`src/rtl/pb_debounce_events_pkg.sv`:
```
// Shared types and 50 MHz defaults for the push-button debounce block.
package pb_debounce_events_pkg;

  // Per-channel debounce FSM encoding.
  typedef enum logic [1:0] {
    ST_UP     = 2'd0,
    ST_CNT_DN = 2'd1,
    ST_DN     = 2'd2,
    ST_CNT_UP = 2'd3
  } pb_state_e;

  // 10 ms qualification window at 50 MHz.
  localparam int unsigned PB_DEBOUNCE_CYCLES_50M = 500000;
  localparam int unsigned PB_CNT_W_50M           = 19;
  localparam int unsigned PB_NUM_DEFAULT         = 4;

  // Terminal count: the counter starts at 1 on entry to a CNT_* state,
  // so the window closes when it reaches cycles-1.
  function automatic int unsigned debounce_tc(input int unsigned cycles);
    return cycles - 1;
  endfunction

endpackage

```
`src/rtl/pb_debounce_events_if.sv`:
```
// Button-side bundle: raw pins and flag clears in, conditioned level,
// event pulses and sticky flags out.
interface pb_debounce_events_if #(
  parameter int unsigned NUM_PB = 4
);
  logic [NUM_PB-1:0] pb_n;
  logic [NUM_PB-1:0] flag_clr;
  logic [NUM_PB-1:0] pb_n_db;
  logic [NUM_PB-1:0] press_pulse;
  logic [NUM_PB-1:0] release_pulse;
  logic [NUM_PB-1:0] press_flag;

  // Board/software side: drives pins and clears, observes results.
  modport master (
    output pb_n,
    output flag_clr,
    input  pb_n_db,
    input  press_pulse,
    input  release_pulse,
    input  press_flag
  );

  // Debounce block side.
  modport slave (
    input  pb_n,
    input  flag_clr,
    output pb_n_db,
    output press_pulse,
    output release_pulse,
    output press_flag
  );
endinterface

```
`src/rtl/pb_debounce_chan.sv`:
```
// Single-button conditioner: 2-FF synchroniser, count-based debounce FSM,
// registered press/release pulses and a sticky, software-cleared press flag.
//
//   state     | meaning
//   ----------+-------------------------------------------------
//   ST_UP     | button released, pb_n_db=1, counter idle at 0
//   ST_CNT_DN | pin seen low, counting stable-low cycles
//   ST_DN     | button pressed, pb_n_db=0, counter idle at 0
//   ST_CNT_UP | pin seen high, counting stable-high cycles
module pb_debounce_chan
  import pb_debounce_events_pkg::*;
#(
  parameter int unsigned DEBOUNCE_CYCLES = PB_DEBOUNCE_CYCLES_50M,
  parameter int unsigned CNT_W           = PB_CNT_W_50M
) (
  input  logic clkin_50,
  input  logic rst_n,
  input  logic pb_n_raw,
  input  logic flag_clr,
  output logic pb_n_db,
  output logic press_pulse,
  output logic release_pulse,
  output logic press_flag
);

  localparam logic [CNT_W-1:0] CNT_TC  = CNT_W'(debounce_tc(DEBOUNCE_CYCLES));
  localparam logic [CNT_W-1:0] CNT_ONE = CNT_W'(1);

  logic [1:0]       sync_q;
  logic             pin_s;
  pb_state_e        state_q;
  logic [CNT_W-1:0] cnt_q;
  logic             press_done;

  assign pin_s = sync_q[1];

  // Completion of a press qualification; also drives the flag set so that
  // a set always beats a coincident clear.
  assign press_done = (state_q == ST_CNT_DN) && !pin_s && (cnt_q == CNT_TC);

  // Two-stage synchroniser for the asynchronous pin, idle level high.
  always_ff @(posedge clkin_50 or negedge rst_n) begin
    if (!rst_n) begin
      sync_q <= 2'b11;
    end else begin
      sync_q <= {sync_q[0], pb_n_raw};
    end
  end

  // Debounce FSM with registered level, pulses and sticky press flag.
  always_ff @(posedge clkin_50 or negedge rst_n) begin
    if (!rst_n) begin
      state_q       <= ST_UP;
      cnt_q         <= '0;
      pb_n_db       <= 1'b1;
      press_pulse   <= 1'b0;
      release_pulse <= 1'b0;
      press_flag    <= 1'b0;
    end else begin
      press_pulse   <= 1'b0;
      release_pulse <= 1'b0;
      case (state_q)
        ST_UP: begin
          if (!pin_s) begin
            state_q <= ST_CNT_DN;
            cnt_q   <= CNT_ONE;
          end
        end
        ST_CNT_DN: begin
          if (pin_s) begin
            state_q <= ST_UP;
            cnt_q   <= '0;
          end else if (cnt_q == CNT_TC) begin
            state_q     <= ST_DN;
            cnt_q       <= '0;
            pb_n_db     <= 1'b0;
            press_pulse <= 1'b1;
          end else begin
            cnt_q <= cnt_q + CNT_ONE;
          end
        end
        ST_DN: begin
          if (pin_s) begin
            state_q <= ST_CNT_UP;
            cnt_q   <= CNT_ONE;
          end
        end
        ST_CNT_UP: begin
          if (!pin_s) begin
            state_q <= ST_DN;
            cnt_q   <= '0;
          end else if (cnt_q == CNT_TC) begin
            state_q       <= ST_UP;
            cnt_q         <= '0;
            pb_n_db       <= 1'b1;
            release_pulse <= 1'b1;
          end else begin
            cnt_q <= cnt_q + CNT_ONE;
          end
        end
        default: begin
          state_q <= ST_UP;
          cnt_q   <= '0;
          pb_n_db <= 1'b1;
        end
      endcase

      if (press_done) begin
        press_flag <= 1'b1;
      end else if (flag_clr) begin
        press_flag <= 1'b0;
      end
    end
  end

endmodule

```
`src/rtl/pb_debounce_events.sv`:
```
// Push-button conditioning stage: one independent debounce channel per
// button, all sharing only the clock and reset. Reset deassertion is
// expected to be synchronised upstream.
module pb_debounce_events
  import pb_debounce_events_pkg::*;
#(
  parameter int unsigned NUM_PB          = PB_NUM_DEFAULT,
  parameter int unsigned DEBOUNCE_CYCLES = PB_DEBOUNCE_CYCLES_50M,
  parameter int unsigned CNT_W           = PB_CNT_W_50M
) (
  input  logic                 clkin_50,
  input  logic                 rst_n,
  pb_debounce_events_if.slave  pb_bus
);

  logic [NUM_PB-1:0] db_w;
  logic [NUM_PB-1:0] press_w;
  logic [NUM_PB-1:0] release_w;
  logic [NUM_PB-1:0] flag_w;

  for (genvar i = 0; i < NUM_PB; i++) begin : g_chan
    pb_debounce_chan #(
      .DEBOUNCE_CYCLES (DEBOUNCE_CYCLES),
      .CNT_W           (CNT_W)
    ) u_chan (
      .clkin_50      (clkin_50),
      .rst_n         (rst_n),
      .pb_n_raw      (pb_bus.pb_n[i]),
      .flag_clr      (pb_bus.flag_clr[i]),
      .pb_n_db       (db_w[i]),
      .press_pulse   (press_w[i]),
      .release_pulse (release_w[i]),
      .press_flag    (flag_w[i])
    );
  end

  assign pb_bus.pb_n_db       = db_w;
  assign pb_bus.press_pulse   = press_w;
  assign pb_bus.release_pulse = release_w;
  assign pb_bus.press_flag    = flag_w;

endmodule

```
`src/flat_wrapper.sv`:
```
// flat-port wrapper written by rule: the top's interface ports become plain ports
module pb_debounce_events_flat import pb_debounce_events_pkg::*;
#(
  parameter int unsigned NUM_PB          = PB_NUM_DEFAULT,
  parameter int unsigned DEBOUNCE_CYCLES = PB_DEBOUNCE_CYCLES_50M,
  parameter int unsigned CNT_W           = PB_CNT_W_50M
)
  (clkin_50, rst_n, pb_bus_pb_n, pb_bus_flag_clr, pb_bus_pb_n_db, pb_bus_press_pulse, pb_bus_release_pulse, pb_bus_press_flag);
  pb_debounce_events_if #(.NUM_PB(NUM_PB)) pb_bus_i ();
  input  logic clkin_50;
  input  logic rst_n;
  input wire logic [$bits(pb_bus_i.pb_n)-1:0] pb_bus_pb_n;
  input wire logic [$bits(pb_bus_i.flag_clr)-1:0] pb_bus_flag_clr;
  output wire logic [$bits(pb_bus_i.pb_n_db)-1:0] pb_bus_pb_n_db;
  output wire logic [$bits(pb_bus_i.press_pulse)-1:0] pb_bus_press_pulse;
  output wire logic [$bits(pb_bus_i.release_pulse)-1:0] pb_bus_release_pulse;
  output wire logic [$bits(pb_bus_i.press_flag)-1:0] pb_bus_press_flag;
  assign pb_bus_i.pb_n = pb_bus_pb_n;
  assign pb_bus_i.flag_clr = pb_bus_flag_clr;
  assign pb_bus_pb_n_db = pb_bus_i.pb_n_db;
  assign pb_bus_press_pulse = pb_bus_i.press_pulse;
  assign pb_bus_release_pulse = pb_bus_i.release_pulse;
  assign pb_bus_press_flag = pb_bus_i.press_flag;
  pb_debounce_events #(.NUM_PB(NUM_PB), .DEBOUNCE_CYCLES(DEBOUNCE_CYCLES), .CNT_W(CNT_W)) u_core (.clkin_50(clkin_50), .rst_n(rst_n), .pb_bus(pb_bus_i));
endmodule
```
`config.mk`:
```
export PLATFORM = sky130hd
export DESIGN_NAME = pb_debounce_events_flat
export DESIGN_NICKNAME = d
export VERILOG_FILES = /design/src/rtl/pb_debounce_events_pkg.sv /design/src/rtl/pb_debounce_events_if.sv /design/src/rtl/pb_debounce_chan.sv /design/src/rtl/pb_debounce_events.sv /design/src/flat_wrapper.sv
export SDC_FILE = /design/constraint.sdc
export NUM_CORES = 1
export LEC_CHECK = 0
export CAP_MARGIN = 0
export CORE_UTILIZATION = 35
export DETAILED_ROUTE_END_ITERATION = 8
export PLACE_DENSITY = 0.5
export SLEW_MARGIN = 5
export SYNTH_ARGS = -nofsm -noshare
export SYNTH_HDL_FRONTEND = slang
export SYNTH_SLANG_ARGS = --single-unit
```
`constraint.sdc`:
```
create_clock -name clkin_50 -period 2.7 [get_ports clkin_50]
set_input_delay 0.27 -clock clkin_50 [delete_from_list [all_inputs] [get_ports clkin_50]]
set_output_delay 0.27 -clock clkin_50 [all_outputs]
set_load 0.05 [all_outputs]
```
==> flow_summary.yaml, run 1 <==
route:
  wl_mm: 12.0
  vias: 4447
  drt_iter0_markers: 329
  drc: 0
  via_per_inst: 5.39
  ant_nets: 0
  wl_per_cell_um: 14.5
  dr.pass1.iters: 4
power_and_ir_drop:
  p_leak_nw: 2.52
  ir_worst_vdd_mv: 0.387
  power_density_mw_per_mm2: 686
place:
  gp_congestion: 0.799
  dp_slack_ps: 415
  placed_area_mm2: 0.00594
  dp.cells: 808
  portBuffers: 25
  dp.final_hpwl_mm: 8.07
global_route:
  first_global_vias: 4268
  grt-ovfl-total: 0
  grt_use_total_pct: 16.0
  grt_first_pass_wirelength_mm: 20.9
  antenna_found_initial: 0
  grt_max_degree: 52
yosys:
  synth.most_common_cell: "dfrtp_1"
  synth_nets: 616
  synthTopCellsByArea: "dfrtp_1 (43%), dfstp_2 (5.7%), a31oi_1 (4.6%), nand2_1 (4.6%), a21oi_1 (4.4%)"
  netlist_top_cells_count: "dfrtp_1 (96), nand2_1 (68), a21oi_1 (49)"
  synth-edff-count: 0
  syn_area_per_cell_um2: 9.26
  yosysTopAreaCell: "dfrtp_1"
  synth_cell_types: 56
  synth_seq_cells: 108
  syn-cell-area_mm2: 0.00558
  yosysSeqAreaShare_pct: 48.7
  yosysWarnings: 0
  yosysTopAreaCellShare_pct: 43.1
  synthArstFlopShare_pct: 100
  ys.flop_type: "dfrtp_1"
  postSynthCellCount: 602
sta:
  max-slew-margin-rel_pct: 22.7
  finClkSkew_ps: 5.46
  finalSetupViolations: 0
  fin_crit_ps: 2300
  finalCritPeriodShare_pct: 85.0
  tightest_slew_ps: 1160
  tns_ps: 0
  grt_setup_unrepaired: "false"
  finalWorstSetupSlack_ps: 405
  hold_viol: 0
  max_freq_mhz: 436
  fin_hold_ws_ps: 316
  slew_viol_final: 0
setup_path:
  path_class: "reg -> reg"
  cp-end-kind: "flip-flop"
  arrival_ps: 2570
  cp.required_ps: 2980
  worst-path-max-fanout: 28
  start_kind: "flip-flop"
clock_network:
  cts_buffers: 9
  cts.path.max_buffers: 2
  postCtsSetupBuffers: 0
  insertion_delay_ps: 350
  cts_sinks: 108
  h-tree-depth: 3
  clk_pin_slew_ps: 70
  clockRootBuffer: "clkbuf_16"
  cts_tree: "yes"
floorplanning:
  ioPinCount: 26
  die_y_um: 128
  rows: 45
  start_util_pct: 36.3
  core_area_mm2: 0.0154
  die_x_um: 128
  die_area_mm2: 0.0164
layout:
  n_fill_cell: 1500
  diodes: 0
  synthToLayoutAreaGrowth_pct: 12.1
  final_cells: 825
  nets: 623
  fin_area_mm2: 0.00625
  drive_above_1_share_pct: 9.12
job:
  drv_cap: 0
status:
  status: "finished, final reports clean"
min_path:
  hp-class: "in -> reg"
## metrics by stage
step	util (%)	power, mW
global route	40.7	4.58
global placement	38.7	2.97
detailed placement	38.7	2.99
CTS	40.7	4.33
floorplan	-	2.70
finish	40.7	4.29
## logic make-up after synthesis
group	share of synthesized area [%]
compound gates	19.8
fa+ha+maj	0.898
flops	48.7
mux	0.898
simple gates	22.4
xor+xnor	1.57
buf+inv	5.63
## critical path, cell delays in order, from the launching register on
cell and delay [ps]:
dfrtp_1 420, ha_1 250, nand4_1 130, nor4_2 80
a21oi_2 910, o21ai_0 210, a31oi_1 210
## per-layer routing
metal / track usage, % / vias up / wire length, µm
met3: 4.05 / 16 / 422
met5: 0 / - / 0
met1: 22.3 / 2145 / 6100
met4: 4.91 / 0 / 167
li1: - / 2214 / -
met2: 24.3 / 72 / 5260
## worst paths after layout
check | startpoint | endpoint | slack [ps] | cells after the start
setup / recovery | u_core.g_chan[3].u_chan.cnt_q[0] | u_core.g_chan[3].u_chan.cnt_q[11] | 400 | 6
hold / removal | pb_bus_pb_n[0] | u_core.g_chan[0].u_chan.sync_q[0] | 320 | 1
setup reg to reg | u_core.g_chan[3].u_chan.cnt_q[0] | u_core.g_chan[3].u_chan.cnt_q[11] | 400 | 6
hold reg to reg | u_core.g_chan[1].u_chan.sync_q[0] | u_core.g_chan[1].u_chan.sync_q[1] | 360 | 0
max in group asynchronous | rst_n | u_core.g_chan[2].u_chan.sync_q[0] | 1470 | 3
min in group asynchronous | rst_n | u_core.g_chan[1].u_chan.cnt_q[14] | 500 | 2
## power by group
group | internal [mW] | switching (mW)
clock | 0.706 | 0.624
sequential | 1.74 | 0.166
combinational | 0.357 | 0.698
total | 2.80 | 1.49
## state kept, by name, indices dropped and copies added, names as in the netlist, named ones only
signal / flops
u_core.g_chan.u_chan.state_q: 4
u_core.g_chan.u_chan.pb_n_db: 4
u_core.g_chan.u_chan.sync_q: 8
u_core.g_chan.u_chan.release_pulse: 4
u_core.g_chan.u_chan.press_pulse: 4
u_core.g_chan.u_chan.cnt_q: 76
u_core.g_chan.u_chan.press_flag: 4
## layout by cell type (no fill, tap or decap), types with 2 or more instances in the layout
cell type / count
clkinvlp_4: 2
nor4_1: 9
clkdlybuf4s50_1: 24
clkbuf_8: 3
o21ai_0: 21
o31ai_1: 2
clkinv_4: 2
nor4_4: 2
nand3_1: 37
nor3_1: 14
and4_1: 2
buf_4: 8
and3_1: 7
a41oi_1: 7
o21ai_1: 18
xnor2_1: 7
xor2_1: 3
nand4_1: 13
clkbuf_16: 9
o21a_1: 4
mux2i_1: 5
nor2_1: 29
or2_2: 5
or3_1: 13
nand2b_1: 11
a21oi_1: 49
a31oi_1: 41
o211ai_1: 5
a22o_1: 9
inv_1: 26
nor4_2: 3
dfrtp_1: 96
and2_1: 3
ha_1: 4
or4_1: 6
nand2_1: 68
a21oi_2: 3
a21o_1: 12
dfstp_2: 12
## cell type report
cell class,instances,area (µm²),share of cell area [%]
clock inverter,4,32.5,0.520
inverter,26,97.6,1.56
sequential,108,2720,43.5
timing repair buffer,34,330,5.28
clock buffer,12,267,4.26
multi-input combinational,430,2540,40.7
tap,211,264,4.22
## timing repair
item                                   in CTS  in global routing
endpoints found under the hold margin      31                  0
hold buffers                                1                  0
resized for setup                           0                  0
Note: power is estimated with default switching activity, not from simulation.
==> run 2: changes to the inputs <==
--- a/config.mk
+++ b/config.mk
@@ -8,7 +8,7 @@
 export CAP_MARGIN = 0
 export CORE_UTILIZATION = 35
 export DETAILED_ROUTE_END_ITERATION = 8
-export PLACE_DENSITY = 0.5
+export SETUP_SLACK_MARGIN = 0.2
 export SLEW_MARGIN = 5
 export SYNTH_ARGS = -nofsm -noshare
 export SYNTH_HDL_FRONTEND = slang
==> constraint.sdc (replaced) <==
create_clock -name clkin_50 -period 2.82 [get_ports clkin_50]
set_input_delay 0.282 -clock clkin_50 [delete_from_list [all_inputs] [get_ports clkin_50]]
set_output_delay 0.282 -clock clkin_50 [all_outputs]
set_load 0.05 [all_outputs]
==> run 2 against run 1 <==
  * Routed wire length decreased by 4.7%
  * Flip-flop and latch count unchanged
  * Non-clock buffer count fell by 5
  * Register-to-register slack better by 40 ps
  * Clock skew increased by 4.7 ps
  * Critical path depth stayed put
  * Global-route usage fell by 0.91 points
  * Sequential power is 5% lower
  * Hold slack better by 18 ps
  * Combinational power fell by 7%
  * Utilization down 0.21 points
  * Critical path type unchanged
  * Critical endpoint is now u_core.g_chan[2].u_chan.cnt_q[13]
==> flow_summary.yaml, run 2 (synthesis results as in run 1) <==
layout:
  diodes: 0
  n_fill_cell: 1526
  fin_area_mm2: 0.00622
  drive_above_1_share_pct: 8.22
  fin_util_pct: 40.5
  synthToLayoutAreaGrowth_pct: 11.6
  nets: 618
  reg_top3: "u_core.g_chan.u_chan.cnt_q: 76 flops, u_core.g_chan.u_chan.sync_q: 8 flops"
  layout_common_cells: "dfrtp_1 (96), nand2_1 (68), a21oi_1 (48)"
  final_common_cell: "dfrtp_1"
  seq_area_mm2: 0.00272
  top_register: "u_core.g_chan.u_chan.cnt_q"
  multi_input_area_mm2: 0.00255
  largest_reg_flops: 76
setup_path:
  cp.required_ps: 3100
  max_stage_delay_ps: 880
  r2r_start: "u_core.g_chan[2].u_chan.cnt_q[0]"
  arrival_ps: 2650
  start_kind: "flip-flop"
  path_class: "reg -> reg"
  worst-path-max-fanout: 28
  path_cells: "ha_1, nand4_1, nor4_4, a21oi_2, a41oi_1, a31oi_1"
  cp-end-kind: "flip-flop"
  crit_start: "u_core.g_chan[2].u_chan.cnt_q[0]"
  critPathTopFamily: "compound AO/OA/AOI/OAI gates"
  slowest_stage: "a21oi_2"
  worst-path-buf-inv: 0
floorplanning:
  die_x_um: 128
  ioPinCount: 26
  die_y_um: 128
  core_area_mm2: 0.0154
  die_area_mm2: 0.0164
  rows: 45
  start_util_pct: 36.3
clock_network:
  cts_sinks: 108
  cts.path.max_buffers: 2
  clockRootBuffer: "clkbuf_16"
  cts_tree: "yes"
  insertion_delay_ps: 360
  clk_pin_slew_ps: 70
  cts_buffers: 9
  postCtsSetupBuffers: 0
  h-tree-depth: 3
route:
  via_per_inst: 5.39
  ant_nets: 0
  wl_per_cell_um: 13.9
  drc: 0
  vias: 4416
  drt_iter0_markers: 339
  wl_mm: 11.4
  dr.pass1.iters: 4
power_and_ir_drop:
  p_int_mw: 2.70
  combPwrFrac_pct: 24.3
  ir_worst_vdd_mv: 0.320
  power_frac_clock_pct: 31.1
  switchingPower_mw: 1.38
  swShare_pct: 33.8
  p_leak_nw: 2.49
  power_density_mw_per_mm2: 656
  total_power_mw: 4.08
  seqPwrFrac_pct: 44.6
sta:
  hold_viol: 0
  tns_ps: 0
  slew_viol_final: 0
  finClkSkew_ps: 10.2
  max_freq_mhz: 421
  fin_crit_ps: 2380
  finalWorstSetupSlack_ps: 443
  tightest_slew_ps: 1120
  finalCritPeriodShare_pct: 84.3
  finalSetupViolations: 0
  grt_setup_unrepaired: "false"
  max-slew-margin-rel_pct: 25.6
place:
  portBuffers: 25
  gp_congestion: 0.815
  placed_area_mm2: 0.00591
  dp.final_hpwl_mm: 7.73
  dp_slack_ps: 334
global_route:
  antenna_found_initial: 0
  first_global_vias: 4114
  grt_first_pass_wirelength_mm: 19.8
  grt-ovfl-total: 0
  grt_use_total_pct: 15.1
  grt_max_degree: 68
min_path:
  hp-class: "in -> reg"
  min_from: "pb_bus_pb_n[1]"
job:
  drv_cap: 0
status:
  status: "finished, final reports clean"
==> run 2: changes by cell type in the layout (fill, tap and decap cells not counted), sizes merged <==
cell	previous run	this run
buf	9	4
clkbuf	12	11
bufinv	0	1
clkinv	2	1
==> run 2: final cells by class <==
type / count / area share, %
multi-input cells: 430 / 41.1
clock buffers: 11 / 3.90
inverters: 26 / 1.57
repair buffers: 29 / 4.71
well taps: 211 / 4.24
clock inverters: 4 / 0.805
flip-flops and latches: 108 / 43.7
==> run 2: final timing paths <==
kind / endpoint / slack (ps) / cells after the start
hold / removal: u_core.g_chan[1].u_chan.sync_q[0] / 330 / 1
setup reg to reg: u_core.g_chan[2].u_chan.cnt_q[13] / 440 / 6
max in group asynchronous: u_core.g_chan[2].u_chan.pb_n_db / 1590 / 3
hold reg to reg: u_core.g_chan[0].u_chan.sync_q[1] / 360 / 0
setup / recovery: u_core.g_chan[2].u_chan.cnt_q[13] / 440 / 6
min in group asynchronous: u_core.g_chan[1].u_chan.cnt_q[0] / 450 / 2
==> run 2: power by group through the flow <==
stage               Combinational (mW)  Clock, mW  Sequential (mW)
global placement                 0.954          0             1.84
floorplan                        0.802          0             1.78
CTS                              0.989       1.32             1.82
finish                           0.991       1.27             1.82
detailed placement               0.983          0             1.85
global route                      1.13       1.37             1.85
==> run 2: metrics by stage <==
stage,hold slack [ps],std cells
floorplan,-13.6,602
global placement,307,803
detailed placement,312,803
CTS,322,819
global route,333,819
finish,335,819
==> run 2: metal layers <==
layer  up-vias  global-route usage, %  wire [µm]  share of wire (%)
li1       2200                      -          -                  -
met1      2126                   20.0       5510                 48
met2        78                   23.5       5220                 46
met3        12                   3.96        483                4.2
met4         0                   5.61        173                1.5
met5         -                      0          0                  0
==> run 2: repair_timing <==
item | CTS | global route
hold buffers | 1 | 0
setup endpoints to repair | 0 | 9
hold endpoints to repair | 37 | 0
gates resized for setup | 0 | 2
==> run 3: changes to the inputs <==
==> constraint.sdc (replaced) <==
create_clock -name clkin_50 -period 2.2 [get_ports clkin_50]
set_input_delay 0.22 -clock clkin_50 [delete_from_list [all_inputs] [get_ports clkin_50]]
set_output_delay 0.22 -clock clkin_50 [all_outputs]
set_load 0.05 [all_outputs]
==> run 3 against run 2 <==
  * Die area did not move
  * Critical path type unchanged
  * Clock-buffer cell count is 1 higher
  * Design area rose by 7.4%
  * Flip-flop and latch count unchanged
  * Clock skew decreased by 4.4 ps
  * Maximum frequency grew 21%
==> flow_summary.yaml, run 3 (synthesis results as in run 1) <==
status:
  status: "finished, final reports clean"
setup_path:
  worst-path-max-fanout: 4
  slowest_stage: "or4_4"
  arrival_ps: 2230
  rr_worst_depth: 6
  r2r_start: "u_core.g_chan[3].u_chan.cnt_q[1]"
  start_kind: "flip-flop"
  path_cells: "ha_4, nand4_1, buf_4, or4_4, or3_1, o21ai_0"
  cp.required_ps: 2470
  crit_start: "u_core.g_chan[3].u_chan.cnt_q[1]"
  r2r-end: "u_core.g_chan[3].u_chan.cnt_q[14]"
  max_stage_delay_ps: 510
  critPathTopFamily: "simple AND/OR/NAND/NOR gates"
  worst-path-buf-inv: 1
  path_class: "reg -> reg"
  cp-end-kind: "flip-flop"
  reg2reg_slack_ps: 240
floorplanning:
  core_area_mm2: 0.0154
  die_x_um: 128
  ioPinCount: 26
  start_util_pct: 36.3
  die_y_um: 128
  rows: 45
  die_area_mm2: 0.0164
job:
  drv_cap: 0
clock_network:
  cts.path.max_buffers: 2
  cts_tree: "yes"
  insertion_delay_ps: 350
  cts_buffers: 9
  clk_pin_slew_ps: 70
  clockRootBuffer: "clkbuf_16"
  h-tree-depth: 3
  cts_sinks: 108
sta:
  finClkSkew_ps: 5.77
  tightest_slew_ps: 650
  hold_viol: 0
  slew_viol_final: 0
  max-slew-margin-rel_pct: 56.4
  fin_crit_ps: 1960
  max_freq_mhz: 510
  tns_ps: 0
  grt_setup_unrepaired: "true"
  finalSetupViolations: 0
  finalCritPeriodShare_pct: 89.1
place:
  portBuffers: 25
  dp.cells: 823
  dp.final_hpwl_mm: 8.25
  gp_congestion: 0.795
global_route:
  grt_first_pass_wirelength_mm: 20.5
  grt_use_total_pct: 15.4
  antenna_found_initial: 0
  first_global_vias: 4364
  grt-ovfl-total: 0
  grt_max_degree: 67
route:
  via_per_inst: 5.43
  wl_per_cell_um: 14.3
  wl_mm: 12.3
  drt_iter0_markers: 336
  dr.pass1.iters: 5
  drc: 0
  vias: 4656
  ant_nets: 0
power_and_ir_drop:
  ir_worst_vdd_mv: 0.480
  power_density_mw_per_mm2: 802
  p_leak_nw: 2.68
layout:
  final_common_cell: "dfrtp_1"
  largest_reg_flops: 76
  drive_above_1_share_pct: 18.1
  top_register: "u_core.g_chan.u_chan.cnt_q"
  reg_top3: "u_core.g_chan.u_chan.cnt_q: 76 flops, u_core.g_chan.u_chan.sync_q: 8 flops"
  diodes: 0
  final_cells: 858
  synthToLayoutAreaGrowth_pct: 19.8
  layout_common_cells: "dfrtp_1 (92), nand2_1 (67), a21oi_1 (48)"
  nets: 656
min_path:
  hp-class: "in -> reg"
  worstHoldEndpoint: "u_core.g_chan[1].u_chan.sync_q[0]"
  hold_depth: 1
  min_from: "pb_bus_pb_n[1]"
## run 3: cell count changes in the layout (fill, tap and decap cells not counted), moves of 3 or more
cell     before  now
or4_4         1    5
nor4_4        2    5
nor2_1       29   26
nor2_4        0    3
ha_1          4    1
or4_1         6    2
dfrtp_2       0    4
dfrtp_1      96   92
a21o_1       12    9
buf_4         3   36
nor4_1        9    6
## run 3: layout make-up
type | instances | area (µm²)
Clock inverter | 4 | 25.0
Fill cell | 1488 | 8690
Timing Repair Buffer | 65 | 583
Multi-Input combinational cell | 432 | 2740
Sequential cell | 108 | 2720
Tap cell | 211 | 264
Inverter | 26 | 97.6
Clock buffer | 12 | 246
## run 3: how the worst max path moves through the flow
stage                                               to  slack, ps  cells after the start
floorplan             u_core.g_chan[0].u_chan.cnt_q[8]        260                      5
global placement      u_core.g_chan[0].u_chan.cnt_q[3]        120                      5
detailed placement    u_core.g_chan[0].u_chan.cnt_q[3]         60                      5
CTS                 u_core.g_chan[0].u_chan.press_flag        200                      5
global route         u_core.g_chan[3].u_chan.cnt_q[14]        140                      6
finish               u_core.g_chan[3].u_chan.cnt_q[14]        240                      6
## run 3: metrics by stage
stage | hold slack (ps) | area (µm²) | worst slack [ps] | power, mW | util, %
CTS | 265 | 6390 | 202 | 5.33 | 41.6
global route | 275 | 6680 | 135 | 5.69 | 43.5
global placement | 119 | 6070 | 117 | 3.71 | 39.5
finish | 279 | 6680 | 240 | 5.36 | 43.5
floorplan | -75.6 | 5580 | 264 | 3.31 | -
detailed placement | 120 | 6070 | 57.1 | 3.77 | 39.5
## run 3: repair_timing
action                                  4_1_cts  5_1_grt
pin swaps                                     2       10
hold buffers                                  1        0
gates resized for setup                       7       36
cloned                                        0        2
endpoints found under the hold margin        18        0
buffers inserted                              1       15
endpoints found under the setup margin       24       64
## run 3: metal layers
layer	wire length [µm]	vias up	track usage, %
met5	0	-	0
met4	230	0	6.37
met3	386	20	3.51
met2	5880	78	24.5
met1	5780	2281	20.0
li1	-	2277	-
## run 3: worst reg2reg max path, stage by stage (launching register included)
cell and delay [ps]:
dfrtp_1 420, ha_4 160, nand4_1 190, buf_4 230
or4_4 510, or3_1 310, o21ai_0 70
## run 3: power breakdown
group | internal [mW] | leakage [nW] | switching (mW)
Sequential | 2.14 | 1.43 | 0.201
Combinational | 0.598 | 1.12 | 0.919
Clock | 0.796 | 0.129 | 0.708
